## src/rtl/lsu_pkg.sv

```systemverilog
// Shared encodings for the mem_lsu load/store unit.
// Access sizes, FSM states and the misalignment predicate.
package lsu_pkg;

  typedef enum logic [1:0] {
    SZ_B = 2'b00,
    SZ_H = 2'b01,
    SZ_W = 2'b10,
    SZ_R = 2'b11
  } size_e;

  typedef enum logic [2:0] {
    IDLE = 3'd0,
    RD   = 3'd1,
    CAP  = 3'd2,
    MRG  = 3'd3,
    WR   = 3'd4,
    RESP = 3'd5
  } state_e;

  function automatic logic misaligned(
    input logic [1:0] size,
    input logic [1:0] off
  );
    return (size == SZ_H && off[0])
        || (size == SZ_W && off != 2'b00)
        || (size == SZ_R);
  endfunction

endpackage

```

## src/rtl/mem_lsu_if.sv

```systemverilog
// Request/response handshake and data-memory port of mem_lsu.
// slave = LSU side, master = execute/writeback/memory side.
interface mem_lsu_if;
  logic        req_valid;
  logic        req_ready;
  logic        req_we;
  logic [1:0]  req_size;
  logic        req_unsigned;
  logic [31:0] req_addr;
  logic [31:0] req_wdata;
  logic        resp_valid;
  logic        resp_ready;
  logic [31:0] resp_data;
  logic        resp_err;
  logic        dm_we;
  logic [31:0] dm_addr;
  logic [31:0] dm_din;
  logic [31:0] dm_dout;

  modport slave (
    input  req_valid, req_we, req_size,
    input  req_unsigned, req_addr, req_wdata,
    output req_ready,
    output resp_valid, resp_data, resp_err,
    input  resp_ready,
    output dm_we, dm_addr, dm_din,
    input  dm_dout
  );

  modport master (
    output req_valid, req_we, req_size,
    output req_unsigned, req_addr, req_wdata,
    input  req_ready,
    input  resp_valid, resp_data, resp_err,
    output resp_ready,
    input  dm_we, dm_addr, dm_din,
    output dm_dout
  );
endinterface

```

## src/rtl/lsu_lane.sv

```systemverilog
// Little-endian lane logic: load extract/extend and store merge.
// Size 11 behaves as word; halves use off[1] only.
module lsu_lane
  import lsu_pkg::*;
(
  input  logic [1:0]  size_i,
  input  logic [1:0]  off_i,
  input  logic        uns_i,
  input  logic [31:0] rdata_i,
  input  logic [31:0] wdata_i,
  output logic [31:0] ldata_o,
  output logic [31:0] mdata_o
);

  logic [4:0]  bsh;
  logic [7:0]  b;
  logic [15:0] h;

  assign bsh = {off_i, 3'b000};
  assign b   = rdata_i[bsh +: 8];
  assign h   = off_i[1] ? rdata_i[31:16]
                        : rdata_i[15:0];

  always_comb begin
    ldata_o = rdata_i;
    mdata_o = wdata_i;
    unique case (1'b1)
      (size_i == SZ_B): begin
        ldata_o = {{24{~uns_i & b[7]}}, b};
        mdata_o = rdata_i;
        mdata_o[bsh +: 8] = wdata_i[7:0];
      end
      (size_i == SZ_H): begin
        ldata_o = {{16{~uns_i & h[15]}}, h};
        mdata_o = rdata_i;
        if (off_i[1])
          mdata_o[31:16] = wdata_i[15:0];
        else
          mdata_o[15:0] = wdata_i[15:0];
      end
      default: ;
    endcase
  end

endmodule

```

## src/rtl/mem_lsu.sv

```systemverilog
// Load/store unit in front of the word-addressed data memory.
// Optional trap on misaligned/reserved access: LSU_MISALIGN_TRAP_EN.
module mem_lsu
  import lsu_pkg::*;
#(
  parameter int ADDR_W = 24
) (
  input  logic clk,
  input  logic clr_n,
  mem_lsu_if.slave bus
);

  state_e            state_q, state_d;
  logic              we_q;
  logic [1:0]        size_q;
  logic              uns_q;
  logic [1:0]        off_q;
  logic [ADDR_W-1:0] idx_q;
  logic [31:0]       wdata_q;
  logic [31:0]       rdata_q, rdata_d;
  logic              err_q, err_d;
  logic              acc;
  logic [31:0]       ldata;
  logic [31:0]       mdata;
  logic              unused_hi;

  assign unused_hi = &{1'b0, bus.req_addr[31:ADDR_W+2]};

  lsu_lane u_lane (
    .size_i  (size_q),
    .off_i   (off_q),
    .uns_i   (uns_q),
    .rdata_i (bus.dm_dout),
    .wdata_i (wdata_q),
    .ldata_o (ldata),
    .mdata_o (mdata)
  );

  always_comb begin
    state_d        = state_q;
    rdata_d        = rdata_q;
    err_d          = err_q;
    acc            = 1'b0;
    bus.req_ready  = 1'b0;
    bus.resp_valid = 1'b0;
    bus.dm_we      = 1'b0;
    bus.dm_din     = '0;
    unique case (state_q)
      IDLE: begin
        bus.req_ready = 1'b1;
        if (bus.req_valid) begin
          acc     = 1'b1;
          rdata_d = '0;
          err_d   = 1'b0;
`ifdef LSU_MISALIGN_TRAP_EN
          if (misaligned(bus.req_size,
                         bus.req_addr[1:0])) begin
            err_d   = 1'b1;
            state_d = RESP;
          end else
`endif
          if (bus.req_we && bus.req_size[1])
            state_d = WR;
          else
            state_d = RD;
        end
      end
      RD: state_d = we_q ? MRG : CAP;
      CAP: begin
        rdata_d = ldata;
        state_d = RESP;
      end
      MRG: begin
        bus.dm_we  = 1'b1;
        bus.dm_din = mdata;
        state_d    = RESP;
      end
      WR: begin
        bus.dm_we  = 1'b1;
        bus.dm_din = wdata_q;
        state_d    = RESP;
      end
      RESP: begin
        bus.resp_valid = 1'b1;
        if (bus.resp_ready)
          state_d = IDLE;
      end
      default: state_d = IDLE;
    endcase
  end

  always_ff @(posedge clk or negedge clr_n) begin
    if (!clr_n) begin
      state_q <= IDLE;
      we_q    <= 1'b0;
      size_q  <= SZ_B;
      uns_q   <= 1'b0;
      off_q   <= '0;
      idx_q   <= '0;
      wdata_q <= '0;
      rdata_q <= '0;
      err_q   <= 1'b0;
    end else begin
      state_q <= state_d;
      rdata_q <= rdata_d;
      err_q   <= err_d;
      if (acc) begin
        we_q    <= bus.req_we;
        size_q  <= bus.req_size;
        uns_q   <= bus.req_unsigned;
        off_q   <= bus.req_addr[1:0];
        idx_q   <= bus.req_addr[ADDR_W+1:2];
        wdata_q <= bus.req_wdata;
      end
    end
  end

  assign bus.dm_addr   = {{(32-ADDR_W){1'b0}}, idx_q};
  assign bus.resp_data = rdata_q;
  assign bus.resp_err  = err_q;

endmodule

```

## src/flat_wrapper.sv

```systemverilog
// flat-port wrapper written by rule: the top's interface ports become plain ports
module mem_lsu_flat import lsu_pkg::*;
#(
  parameter int ADDR_W = 24
)
  (clk, clr_n, bus_req_valid, bus_req_we, bus_req_size, bus_req_unsigned, bus_req_addr, bus_req_wdata, bus_req_ready, bus_resp_valid, bus_resp_data, bus_resp_err, bus_resp_ready, bus_dm_we, bus_dm_addr, bus_dm_din, bus_dm_dout);
  mem_lsu_if bus_i ();
  input  logic clk;
  input  logic clr_n;
  input wire logic [$bits(bus_i.req_valid)-1:0] bus_req_valid;
  input wire logic [$bits(bus_i.req_we)-1:0] bus_req_we;
  input wire logic [$bits(bus_i.req_size)-1:0] bus_req_size;
  input wire logic [$bits(bus_i.req_unsigned)-1:0] bus_req_unsigned;
  input wire logic [$bits(bus_i.req_addr)-1:0] bus_req_addr;
  input wire logic [$bits(bus_i.req_wdata)-1:0] bus_req_wdata;
  output wire logic [$bits(bus_i.req_ready)-1:0] bus_req_ready;
  output wire logic [$bits(bus_i.resp_valid)-1:0] bus_resp_valid;
  output wire logic [$bits(bus_i.resp_data)-1:0] bus_resp_data;
  output wire logic [$bits(bus_i.resp_err)-1:0] bus_resp_err;
  input wire logic [$bits(bus_i.resp_ready)-1:0] bus_resp_ready;
  output wire logic [$bits(bus_i.dm_we)-1:0] bus_dm_we;
  output wire logic [$bits(bus_i.dm_addr)-1:0] bus_dm_addr;
  output wire logic [$bits(bus_i.dm_din)-1:0] bus_dm_din;
  input wire logic [$bits(bus_i.dm_dout)-1:0] bus_dm_dout;
  assign bus_i.req_valid = bus_req_valid;
  assign bus_i.req_we = bus_req_we;
  assign bus_i.req_size = bus_req_size;
  assign bus_i.req_unsigned = bus_req_unsigned;
  assign bus_i.req_addr = bus_req_addr;
  assign bus_i.req_wdata = bus_req_wdata;
  assign bus_req_ready = bus_i.req_ready;
  assign bus_resp_valid = bus_i.resp_valid;
  assign bus_resp_data = bus_i.resp_data;
  assign bus_resp_err = bus_i.resp_err;
  assign bus_i.resp_ready = bus_resp_ready;
  assign bus_dm_we = bus_i.dm_we;
  assign bus_dm_addr = bus_i.dm_addr;
  assign bus_dm_din = bus_i.dm_din;
  assign bus_i.dm_dout = bus_dm_dout;
  mem_lsu #(.ADDR_W(ADDR_W)) u_core (.clk(clk), .clr_n(clr_n), .bus(bus_i));
endmodule
```

## config.mk

```make
export PLATFORM = sky130hd
export DESIGN_NAME = mem_lsu_flat
export DESIGN_NICKNAME = d
export VERILOG_FILES = /design/src/rtl/lsu_pkg.sv /design/src/rtl/mem_lsu_if.sv /design/src/rtl/lsu_lane.sv /design/src/rtl/mem_lsu.sv /design/src/flat_wrapper.sv
export SDC_FILE = /design/constraint.sdc
export NUM_CORES = 1
export LEC_CHECK = 0
export ABC_AREA = 1
export CORE_MARGIN = 5
export CORE_UTILIZATION = 50
export DETAILED_ROUTE_END_ITERATION = 12
export GPL_TIMING_DRIVEN = 0
export PLACE_DENSITY = 0.83
export SYNTH_ARGS = -nofsm -noshare
export SYNTH_HDL_FRONTEND = slang
export SYNTH_SLANG_ARGS = --single-unit
```

## constraint.sdc

```tcl
create_clock -name clk -period 5.5 [get_ports clk]
set_input_delay 0.55 -clock clk [delete_from_list [all_inputs] [get_ports clk]]
set_output_delay 0.55 -clock clk [all_outputs]
set_load 0.01 [all_outputs]
```

Word-level counts from Yosys, hierarchy flattened --
Cells that the tools add are included.
Cells by class: reduce and logical (&&, ||, !) cells 8, mux-type cells 19, shift-type cells 3, bitwise operators 3, add/sub/neg operators 1, equality and inequality tests 8
Operator list (count):
- $pmux 32 s2 | 4
- $mux 16 | 3
- $bwmux 32 | 1
- $mux 32 | 1
- $shift 8x7->32 const A | 1
- $shiftx 32x6->8 | 1
- $shiftx 8x7->32 | 1
- $pmux 3 s4 | 1
- $mux 3 | 3
- $neg 5->7 | 1
- $eq 3x2->1 const B | 2
- $eq 3x3->1 const B | 2
- $mux 1 | 6
- $ne 2x2->1 const B | 2
- $reduce_and 2->1 | 2
- $eq 3x1->1 const B | 1
- $logic_not 3->1 | 1
- $reduce_or 3->1 | 1
- $and 1x1->1 | 2
- $eq 2x1->1 const B | 1
- $logic_not 2->1 | 1
- $reduce_bool 2->1 | 1
- $reduce_or 2->1 | 1
- $logic_and 1x1->1 | 1
- $not 1->1 | 1
Storage, ports and cells: output and inout port bits 100, register bits after elaboration 97, input bits 104, logic and storage cells 50

Depth between registers and ports, before layout --
word-level depth 5, gate-level depth with buffers 11, gate-level depth less buffers 9

Modules after synthesis --
From an unflattened synthesis, not the netlist that was laid out.
Second synthesis, totals: cells, all modules 914, area, all modules 6441.2 um2
Modules (own cells, without submodules):
- mem_lsu | times used 1, area each 4346.7 um2, cells each 513, sequential area each 2427.3 um2
- lsu_lane | times used 1, area each 2094.5 um2, cells each 401, sequential area each 0.0 um2

Least setup slack after synthesis --
No wires, ideal clock.
path kind register -> output, start register u_core.off_q[1], end output bus_dm_din[0], data arrival time 1.834 ns, data required time 4.950 ns, stages on the path, launching flop included 9, setup slack 3.116 ns, buffers on the path 1, cells stage by stage dfrtp_1 > inv_2 > clkbuf_1 > ha_1 > nor2_1 > nand3_1 > o211ai_1 > nand4_1 > nand2_1
Between the ends: word-level cells in the longest chain between the ends 5, elaborated cells on any way between the ends 7, classes of those cells add/sub: 1; shift: 2; mux: 4
RTL lines:
- from (decl) | RTL line mem_lsu.sv:17 | logic [1:0] off_q;
- from (signal assigned) | RTL line mem_lsu.sv:111 | off_q <= bus.req_addr[1:0];
- $neg 5->7 | RTL line lsu_lane.sv:31 | mdata_o[bsh +: 8] = wdata_i[7:0];
- $shiftx 8x7->32 / $shift 8x7->32 (equally long branches) | RTL line lsu_lane.sv:31
- $bwmux 32 | RTL line lsu_lane.sv:31
- $pmux 32 s2 * | RTL line lsu_lane.sv:27 | unique case (1'b1)
- $pmux 32 s2 * | RTL line mem_lsu.sv:48 | unique case (state_q)
- to (decl) | RTL line flat_wrapper.sv:23 | output wire logic [$bits(bus_i.dm_din)-1:0] bus_dm_din;
Mark *: on every way between the ends. The rest lies on a longest branch, timed or not.

Worst setup path in the final report --
start register u_core.off_q[1], end output bus_dm_din[6]
Same word-level chain as after synthesis.

==> results_dict.tcl <==
set metrics [dict create \
    power.density_mw_per_mm2 548 \
    h-tree-depth 3 \
    yosysTopAreaCell "dfrtp_1" \
    dieArea_mm2 0.0145 \
    synthFlopType "dfrtp_1" \
    drt_iter0_drc 700 \
    end_kind "output port" \
    reg2reg_slack_ns 3.61 \
    drcViolationCount 0 \
    reg2reg_depth 7 \
    ir_drop_mv 0.296 \
    hold_path_class "input port to asynchronous set/reset pin" \
    grt_first_pass_wirelength_mm 36.3 \
    wl_per_cell_um 18.3 \
    clockBufferDepth 2 \
    synth_cell_type_count 26 \
    async_flop_share 1.00 \
    syn_area_per_cell_um2 6.65 \
    clk_pin_slew_ns 0.07 \
    r2r-start "u_core.state_q[2]" \
    io_pins 204 \
    ys_warn_count 0 \
    numCtsBuffers 9 \
    report.final.setup_viol 0 \
    slew_viol_final 0 \
    critPathMaxFanout 12 \
    gp_congestion 1.00 \
    layout_min_cycle_time_ns 3.94 \
    synthTopCellsByCount "nand2_1 (322), o21ai_0 (111), dfrtp_1 (97)" \
    cp.arrival_ns 3.39 \
    met3_usage 0.0744 \
    tightest_slew_ns 0.681 \
    synth_cells 919 \
    antenna_cells 0 \
    worstSetupStartpointType "register" \
    p_leak_nw 4.04 \
    cts_hold_buf 0 \
    synth-edff-count 0 \
    antenna_found_initial 0 \
    required_ns 4.95 \
    fmax_mhz 254 \
    first_pass_iters 5 \
    clock_sinks 97 \
    regArea_mm2 0.00243 \
    syn_area_mm2 0.00611 \
    finClkSkew_ns 0.00710 \
    worstSetupPathType "register to output port" \
    holdWs_ns 0.207 \
    fillers 1028 \
    die_h_um 121 \
    coreArea_mm2 0.0120 \
    clk_latency_ns 0.36 \
    drt-total-wl_mm 23.4 \
    overflow 0 \
    die_w_um 121 \
    maxCapViolCount 0 \
    start_util 0.508 \
    synth.top_cell.area_share 0.397 \
    synth.area.top_cells "dfrtp_1 (40%), nand2_1 (20%), o21ai_0 (9.1%)" \
    grt_use_met2 0.501 \
    ant_nets 0 \
    place_ws_ns 2.06 \
    placed_area_mm2 0.00823 \
    grt_usage 0.320 \
    grt_start_max_net_pins 50 \
    root_buffer "clkbuf_16" \
    drive_above_1_share 0.0645 \
    multiInputGateArea_mm2 0.00314 \
    rows 40 \
    fin_nets 1236 \
    maxSlewHeadroom 0.545 \
    ys_ff_latch 97 \
    busiest_layer "met2" \
    ys_seq_area_frac 0.397 \
    routed_via_density 5.56 \
    cts_tree "done" \
    timing.rr.end "u_core.bus.resp_data[18]" \
    post-synth-top-count-cell "nand2_1" \
    post-route-period-util 0.717 \
    post-cts-setup-buffers 0 \
    fin_ws_ns 1.56 \
    vias 7107 \
    grt_util_met1 0.425 \
    final.setup.tns_ns 0 \
    syn2layout_area_growth_pct 39.6 \
    dp_hpwl_mm 18.1 \
    portBuffers 188 \
    finalHoldViolCount 0 \
    status "finished clean" \
    fin_area_mm2 0.00853 \
    ctsResizeCount 0 \
    rsz0062_at_grt "no" \
    grt_pass1_vias 6838 \
]
==> layout make-up <==
cell class | instances | area share
timing repair buffer | 189 | 0.224
multi-input combinational | 700 | 0.368
clock buffer | 9 | 0.0264
sequential | 97 | 0.285
clock inverter | 7 | 0.00880
buffer | 61 | 0.0364
tap | 147 | 0.0216
inverter | 69 | 0.0304
==> state kept, by name, indices dropped and copies added (netlist names) <==
name	cells
u_core.off_q	2
u_core.we_q	1
u_core.idx_q	24
u_core.bus.resp_data	32
u_core.wdata_q	32
u_core.state_q	3
u_core.uns_q	1
u_core.size_q	2
==> metal layers <==
metal	part of all wire	wire (um)
met4	0.039	905
met3	0.10	2430
met5	0	0
met2	0.45	10500
met1	0.41	9550
==> critical path, stage by stage, from the launching register on <==
cell             delay (ns)
dfrtp_1                0.44
inv_2                  0.16
clkbuf_1               0.50
ha_1                   0.44
nor2_1                 0.47
nand3_1                0.16
nand3_1                0.11
nand3_1                0.07
o21ai_0                0.10
clkdlybuf4s50_1        0.58
==> per-stage QoR <==
stage | std cells | utilization | total power, W
after floorplan | 927 | - | 0.00280
after global placement | 1262 | 0.683 | 0.00395
after detailed placement | 1263 | 0.685 | 0.00399
after CTS | 1279 | 0.710 | 0.00464
after global routing | 1279 | 0.710 | 0.00502
final | 1279 | 0.710 | 0.00467
==> where the power goes <==
part	total (W)	internal [W]	switching [W]
registers	0.00123	0.00103	0.000203
clock network	0.000633	0.000322	0.000311
logic	0.00280	0.00108	0.00172
==> worst max path at each step <==
stage / startpoint / end / slack [ns] / cells past startpoint
after floorplan: u_core.off_q[1] / bus_dm_din[0] / 3.12 / 8
after global placement: clr_n / u_core.idx_q[15] / 0.37 / 1
after detailed placement: u_core.off_q[1] / bus_dm_din[3] / 2.06 / 9
after CTS: u_core.off_q[1] / bus_dm_din[6] / 1.63 / 9
after global routing: u_core.off_q[1] / bus_dm_din[6] / 1.33 / 9
final: u_core.off_q[1] / bus_dm_din[6] / 1.56 / 9
==> cells by family (layout without fill, tap and decap cells) <==
kind of cell | count (synthesis) | after routing | synth area share
AO/OA/AOI/OAI | 230 | 230 | 0.200
adder cells (fa/ha/maj) | 5 | 5 | 0.0102
buffers and inverters | 130 | 335 | 0.0932
flip-flops | 97 | 97 | 0.397
other | 1 | 9 | 0.000614
AND/OR/NAND/NOR | 456 | 456 | 0.299
==> cells in the final DEF (no fill, tap or decap), drive strengths merged <==
cell           instances
ha                     5
nand4                  6
o211ai                24
nor2                  78
clkdlybuf4s50        187
buf                   39
inv                   72
o21ai                119
o22ai                  1
nand2                325
conb                   9
dfrtp                 97
clkinvlp               1
clkinv                 3
a21oi                 84
a31oi                  2
clkbuf                33
nand3                 47
Power figures use the tool's default switching activity.
